File: src/rtl/tdm_demultiplexer_pkg.sv
// Shared constants and types for the TDM receive-side demultiplexer.
// Lane count, strobe width and the collect-FSM state encoding live here.
package tdm_demultiplexer_pkg;

  localparam int LANES    = 4;
  localparam int STROBE_W = LANES;
  localparam int SEL_W    = $clog2(LANES);

  localparam logic ST_IDLE    = 1'b0;
  localparam logic ST_COLLECT = 1'b1;

  typedef enum logic {
    S_IDLE    = ST_IDLE,
    S_COLLECT = ST_COLLECT
  } state_t;

endpackage

File: src/rtl/tdm_demultiplexer_lane_decoder.sv
// Combinational 2-to-4 one-hot lane decoder with enable; zero latency.
// Output is all-zero whenever en is low.
module tdm_demultiplexer_lane_decoder
  import tdm_demultiplexer_pkg::*;
(
  input  logic                en,
  input  logic [SEL_W-1:0]    sel,
  output logic [STROBE_W-1:0] onehot
);

  always_comb begin
    onehot = '0;
    if (en) begin
      onehot[sel] = 1'b1;
    end
  end

endmodule

File: src/rtl/tdm_demultiplexer.sv
// Four-lane demultiplexer: addressed per-beat routing or sync-framed TDM collection.
// All outputs registered, one cycle after the sampling edge; no backpressure.
module tdm_demultiplexer
  import tdm_demultiplexer_pkg::*;
#(
  parameter int WIDTH = 1
) (
  input  logic                clk,
  input  logic                reset,
  input  logic                mode,
  input  logic                address0,
  input  logic                address1,
  input  logic [WIDTH-1:0]    in,
  input  logic                in_valid,
  input  logic                frame_sync,
  output logic [WIDTH-1:0]    out0,
  output logic [WIDTH-1:0]    out1,
  output logic [WIDTH-1:0]    out2,
  output logic [WIDTH-1:0]    out3,
  output logic [STROBE_W-1:0] lane_strobe,
  output logic                word_valid,
  output logic                frame_error
);

  state_t           state_q, state_d;
  logic [SEL_W-1:0] cnt_q, cnt_d;
  logic             mode_q;
  logic             mode_change;

  logic [WIDTH-1:0] shadow_q [LANES-1];
  logic [WIDTH-1:0] lane_q   [LANES];

  logic                addr_en;
  logic                tdm_en;
  logic [SEL_W-1:0]    tdm_sel;
  logic [STROBE_W-1:0] addr_oh;
  logic [STROBE_W-1:0] tdm_oh;
  logic                frame_done;
  logic                sync_err;
  logic [STROBE_W-1:0] strobe_d;

  assign mode_change = mode ^ mode_q;
  assign addr_en     = ~mode & in_valid;

  // A TDM beat is only acted on when the mode is stable, and in IDLE only a
  // sync beat counts; switching into TDM therefore always waits for a sync.
  assign tdm_en  = mode & ~mode_change & in_valid
                 & (frame_sync | (state_q == S_COLLECT));
  assign tdm_sel = frame_sync ? '0 : cnt_q;

  tdm_demultiplexer_lane_decoder u_addr_dec (
    .en     (addr_en),
    .sel    ({address1, address0}),
    .onehot (addr_oh)
  );

  // Bits 0..2 enable the shadow registers; bit 3 is the lane-3 beat, which
  // completes the frame instead of being shadowed.
  tdm_demultiplexer_lane_decoder u_tdm_dec (
    .en     (tdm_en),
    .sel    (tdm_sel),
    .onehot (tdm_oh)
  );

  assign frame_done = tdm_oh[LANES-1];
  assign sync_err   = tdm_en & frame_sync & (state_q == S_COLLECT);
  assign strobe_d   = addr_oh | {STROBE_W{frame_done}};

  always_comb begin
    state_d = state_q;
    cnt_d   = cnt_q;
    if (!mode || mode_change) begin
      state_d = S_IDLE;
      cnt_d   = '0;
    end else if (tdm_en) begin
      if (frame_sync) begin
        state_d = S_COLLECT;
        cnt_d   = SEL_W'(1);
      end else if (cnt_q == SEL_W'(LANES-1)) begin
        state_d = S_IDLE;
        cnt_d   = '0;
      end else begin
        cnt_d = cnt_q + SEL_W'(1);
      end
    end
  end

  always_ff @(posedge clk) begin
    if (reset) begin
      state_q     <= S_IDLE;
      cnt_q       <= '0;
      mode_q      <= 1'b0;
      lane_strobe <= '0;
      word_valid  <= 1'b0;
      frame_error <= 1'b0;
      for (int i = 0; i < LANES-1; i++) begin
        shadow_q[i] <= '0;
      end
      for (int i = 0; i < LANES; i++) begin
        lane_q[i] <= '0;
      end
    end else begin
      state_q     <= state_d;
      cnt_q       <= cnt_d;
      mode_q      <= mode;
      lane_strobe <= strobe_d;
      word_valid  <= frame_done;
      frame_error <= sync_err;
      for (int i = 0; i < LANES-1; i++) begin
        if (tdm_oh[i]) begin
          shadow_q[i] <= in;
        end
      end
      for (int i = 0; i < LANES; i++) begin
        if (addr_oh[i]) begin
          lane_q[i] <= in;
        end
      end
      if (frame_done) begin
        for (int i = 0; i < LANES-1; i++) begin
          lane_q[i] <= shadow_q[i];
        end
        lane_q[LANES-1] <= in;
      end
    end
  end

  assign out0 = lane_q[0];
  assign out1 = lane_q[1];
  assign out2 = lane_q[2];
  assign out3 = lane_q[3];

endmodule

File: config.mk
export PLATFORM = sky130hd
export DESIGN_NAME = tdm_demultiplexer
export DESIGN_NICKNAME = d
export VERILOG_FILES = /design/src/rtl/tdm_demultiplexer_pkg.sv /design/src/rtl/tdm_demultiplexer_lane_decoder.sv /design/src/rtl/tdm_demultiplexer.sv
export SDC_FILE = /design/constraint.sdc
export NUM_CORES = 1
export LEC_CHECK = 0
export BUFFER_PORTS_ARGS = -buffer_cell sky130_fd_sc_hd__buf_4
export CORE_UTILIZATION = 45
export DETAILED_ROUTE_END_ITERATION = 10
export GPL_TIMING_DRIVEN = 0
export PLACE_DENSITY = 0.69
export SYNTH_ARGS = -nofsm -noshare
export SYNTH_HDL_FRONTEND = slang
export SYNTH_SLANG_ARGS = --single-unit
File: constraint.sdc
create_clock -name clk -period 1.6 [get_ports clk]
set_clock_uncertainty 0.1 [all_clocks]
set_input_delay 0.32 -clock clk [delete_from_list [all_inputs] [get_ports clk]]
set_output_delay 0.32 -clock clk [all_outputs]
set_load 0.02 [all_outputs]
* Word level (Yosys, flattened, before mapping)
Memory sizes are Yosys's and may differ from the RTL's.
Cells that the tools add are included.
** Word-level totals
- Register bits :: 10
- Memory bits (writable) :: 7
- Bits of input ports :: 8
- Output and inout bits :: 10
- Logic and storage cells :: 91
- Memories :: 2
** Memories
- lane_q :: depth 4, bits a word 1, rd ports 4, clocked after memory_dff 0, wr ports 4, RTL line tdm_demultiplexer.sv:31 : logic [WIDTH-1:0] lane_q [LANES];
- shadow_q :: depth 3, bits a word 1, rd ports 3, clocked after memory_dff 0, wr ports 3, RTL line tdm_demultiplexer.sv:30 : logic [WIDTH-1:0] shadow_q [LANES-1];
** Operators by class
- $add $sub $neg :: 1
- $lt $le $gt $ge :: 4
- Eq/ne operators :: 1
- Multiplexer cells :: 48
- Bitwise logic cells :: 22
- Reductions and logical operators :: 7
** Operators with widths (number)
- $mux 1 :: 41
- $or 1x1->1 :: 12
- $mux 4 :: 2
- $and 1x1->1 :: 6
- $lt 2x3->1 const B :: 2
- $mux 2 :: 3
- $demux 1 s2 :: 2
- $ge 2x1->1 const B :: 2
- $or 4x4->4 :: 1
- $add 2x1->2 const B :: 1
- $eq 2x2->1 const B :: 1
- $logic_and 1x1->1 :: 2
- $not 1->1 :: 2
- $reduce_and 2->1 :: 1
- $reduce_bool 2->1 :: 1
- $reduce_or 2->1 :: 1
- $logic_not 1->1 :: 1
- $logic_or 1x1->1 :: 1
- $xor 1x1->1 :: 1

* Logic depth before layout (Yosys ltp)
- Depth in word-level cells :: 10
- Depth in mapped cells :: 4
- Mapped depth without buffers :: 4

* Cells and area by module
From an unflattened synthesis, not the netlist that was laid out.
** Unflattened totals
- Cell total of the unflattened synthesis :: 76
- Area total of the unflattened synthesis :: 779.5 µm²
** By module, submodules not included
- tdm_demultiplexer :: times used 1, cells each 68, area each 704.4 µm², seq. area each 410.4 µm²
- tdm_demultiplexer_lane_decoder :: times used 2, cells each 4, area each 37.5 µm², seq. area each 0.0 µm²

* Worst setup path after synthesis
Ideal clock, no wire load.
- Path kind :: input to register
- Start :: input port frame_sync
- End :: memory shadow_q[1][0], in the netlist shadow_q[0][1], enable pin
- Library setup time :: 291 ps
- Arrival time :: 1030 ps
- Required time :: 1209 ps
- Setup slack :: 178 ps
- Stages on the path :: 4
- Buffers on the path :: 1
- Cells stage by stage :: buf_2 -> o2111ai_2 -> nor4b_2 -> or2_1
** RTL lines
- from (decl) :: RTL line tdm_demultiplexer.sv:15 : input logic frame_sync,
- to (decl) :: RTL line tdm_demultiplexer.sv:30

==> results by group <==
CTS
  • CTS H-tree lvls: 1
  • Max clock buf depth: 2
  • # clock sinks: 17
  • Num CTS Buffers: 3
  • CTS root buffer: clkbuf_4
  • Worst-path clk slew: 90 ps
  • Clk_lat worst skew: 280 ps
  • CTS tree: built

GRT
  • Grt ovf: 0
  • GRT Overall Usage: 18.48%
  • Vias in the first global route: 558
  • Largest net degree at the start of global routing: 11
  • Initial antenna violation count: 0
  • First-pass GRT wire length: 2.456 mm

Setup path
  • Setup Crit Path Kind: reg2reg
  • Maximum fanout along the worst path: 7
  • Crit path from: state_q
  • R2r endpoint: shadow_q[0][1]
  • Capture point of the worst path: shadow_q[0][1]
  • Worst EP arrival: 1380 ps
  • Reg-to-Reg Start: state_q
  • Required time worst endpoint: 1510 ps
  • Reg2reg setup slack: 140 ps
  • Setup crit end kind: flip-flop
  • Critical path startpoint category: flip-flop
  • R2R cell count: 3

Min path
  • Hold crit path type: in2reg
  • Hold Crit Depth: 2

Floorplanning
  • Row count: 14
  • Ports: 18
  • Core area: 1559 µm²
  • Die Span X: 43.59 µm
  • Die Ht: 43.59 µm
  • Starting Density: 49.92%
  • Die Area: 1900 µm²

Outcome
  • Failing checks: design-rule violations
  • Outcome: finished with violations

Route
  • Remaining antenna violation count: 0
  • DR WL/cell: 13.38 µm
  • First-pass detailed-route iteration total: 7
  • DRT iter0 DRCs: 12
  • DRT Wirelength: 1.485 mm
  • Vias per std cell: 5.667
  • Total number of vias: 629
  • Drc violations: 2

Logic synthesis
  • Mapped Nets: 84
  • Yosys cell types: 30
  • Avg Synthesized Cell Area: 10.38 µm²
  • Post-synthesis cell area: 778.2 µm²
  • Synth Instances: 75
  • Yosys warns: 0
  • FF+latch count, synth: 17
  • Sequential fraction of the synthesis area: 52.73%

Power
  • Total chip power: 0.0007716 W
  • VDD IR max: 0.0004876 V
  • Pwr Density: 811.4 nW/µm²
  • Leakage: 0.3553 nW

STA
  • Max_slew headroom: 68.50%
  • Crit path time final: 1461 ps
  • F_max: 684.4 MHz
  • Max Slew Vio Count: 0
  • Final Hold Viols: 0
  • Period Utilization, post-route: 91.32%
  • Final setup vio count: 0
  • RSZ-0062 raised after global routing: no
  • Slew @ Worst Pin: 472.6 ps
  • Post-route setup TNS: 0 ps
  • Worst hold margin: 150.2 ps

Finish
  • Layout area overhead: 22.19%
  • Antenna cells: 0
  • Layout net count: 105
  • Share of layout cells above drive strength 1: 30.53%
  • Non-Filler Instances: 111
  • Commonest non-fill, non-tap cells in the layout: 17 x buf_4, 10 x dfxtp_1, 9 x a21oi_1
  • # fillers: 143
  • Commonest non-fill, non-tap cell in the layout: buf_4

Run
  • Max_cap viols: 0

Placement
  • PortBufs: 16
  • Post-DP HPWL: 1.079 mm
  • Placed Cells: 107
  • Final Wtd Congestion: 0.7227
state kept, by name (all words and copies together), names as in the netlist:
signal and count:
lane_q 4, lane_strobe 4, shadow_q 3, cnt_q 2
frame_error 1, mode_q 1, state_q 1, word_valid 1
Yosys cell counts:
cell	count	share of area [%]
buf_2	1	0.64
o2bb2ai_1	1	1.1
o21ai_0	1	0.64
o21bai_1	2	1.9
nand4b_1	1	1.1
and4b_2	1	1.4
and3_1	1	0.80
a311oi_1	1	1.1
buf_4	1	0.96
nand3b_1	2	1.9
nor3b_2	2	3.2
dfxtp_1	10	26
nand2_1	8	3.9
or2_1	2	1.6
nor4b_2	1	1.9
nand2_2	1	0.80
nor4b_1	1	1.1
clkbuf_1	1	0.48
nand4_1	2	1.6
a21oi_2	1	1.1
inv_1	1	0.48
nor2b_1	3	2.4
nand2b_1	3	2.4
edfxtp_1	7	27
nand3_1	2	1.3
nor3_1	3	1.9
a21oi_1	9	5.8
ha_1	1	1.6
nor2_1	4	1.9
o2111ai_2	1	1.9
worst min path at each step:
stage,from,endpoint,slack (ps)
global placement,state_q,state_q,410
detailed placement,state_q,state_q,410
CTS,reset,mode_q,140
finish,reset,mode_q,150
global route,reset,mode_q,130
floorplan,reset,mode_q,290
worst max-delay path: stages, from the launching register on:
cell and delay [ps]:
dfxtp_1 410, o2111ai_2 260, nor4b_2 290, or2_1 130
per-layer routing:
metal	share of wire, %	up-vias	global-route usage (%)
li1	-	312	-
met2	49	13	30.75
met4	1.3	0	13.13
met5	0	-	0
met1	46	302	20.16
met3	3.7	2	5.000
cell families after synthesis:
group | synth area share (%)
adder cells (fa/ha/maj) | 1.607
buffers and inverters | 2.571
flip-flops | 52.73
AND/OR/NAND/NOR | 29.42
AO/OA/AOI/OAI | 13.66
what timing repair did:
item / in CTS / in global routing
gates resized for setup: 0 / 1
endpoints found under the setup margin: 0 / 3
buffers inserted: 0 / 0
hold buffers: 0 / 0
endpoints found under the hold margin: 0 / 0
cell type report:
class	instances	area [µm²]	area share (%)
well taps	16	20.02	2.105
multi-input cells	54	354.1	37.24
clock buffers	4	26.28	2.763
inverters	1	3.754	0.3947
flip-flops and latches	17	410.4	43.16
plain buffers	3	16.27	1.711
repair buffers	16	120.1	12.63
per-stage QoR:
step,util (%),setup WS (ps),instance area (µm²)
final,61.00,138.9,950.9
after global routing,61.00,34.78,950.9
after CTS,60.59,132.3,944.7
after global placement,58.91,71.98,918.4
after floorplan,-,178.4,778.2
after detailed placement,58.91,70.54,918.4
power by group:
group	leakage, nW	switching, W	internal [W]
Combinational	0.188	0.0000470	0.0000346
Clock	0.0150	0.000127	0.0000968
Sequential	0.152	0.00000423	0.000462
Note: power is estimated with default switching activity, not from simulation.
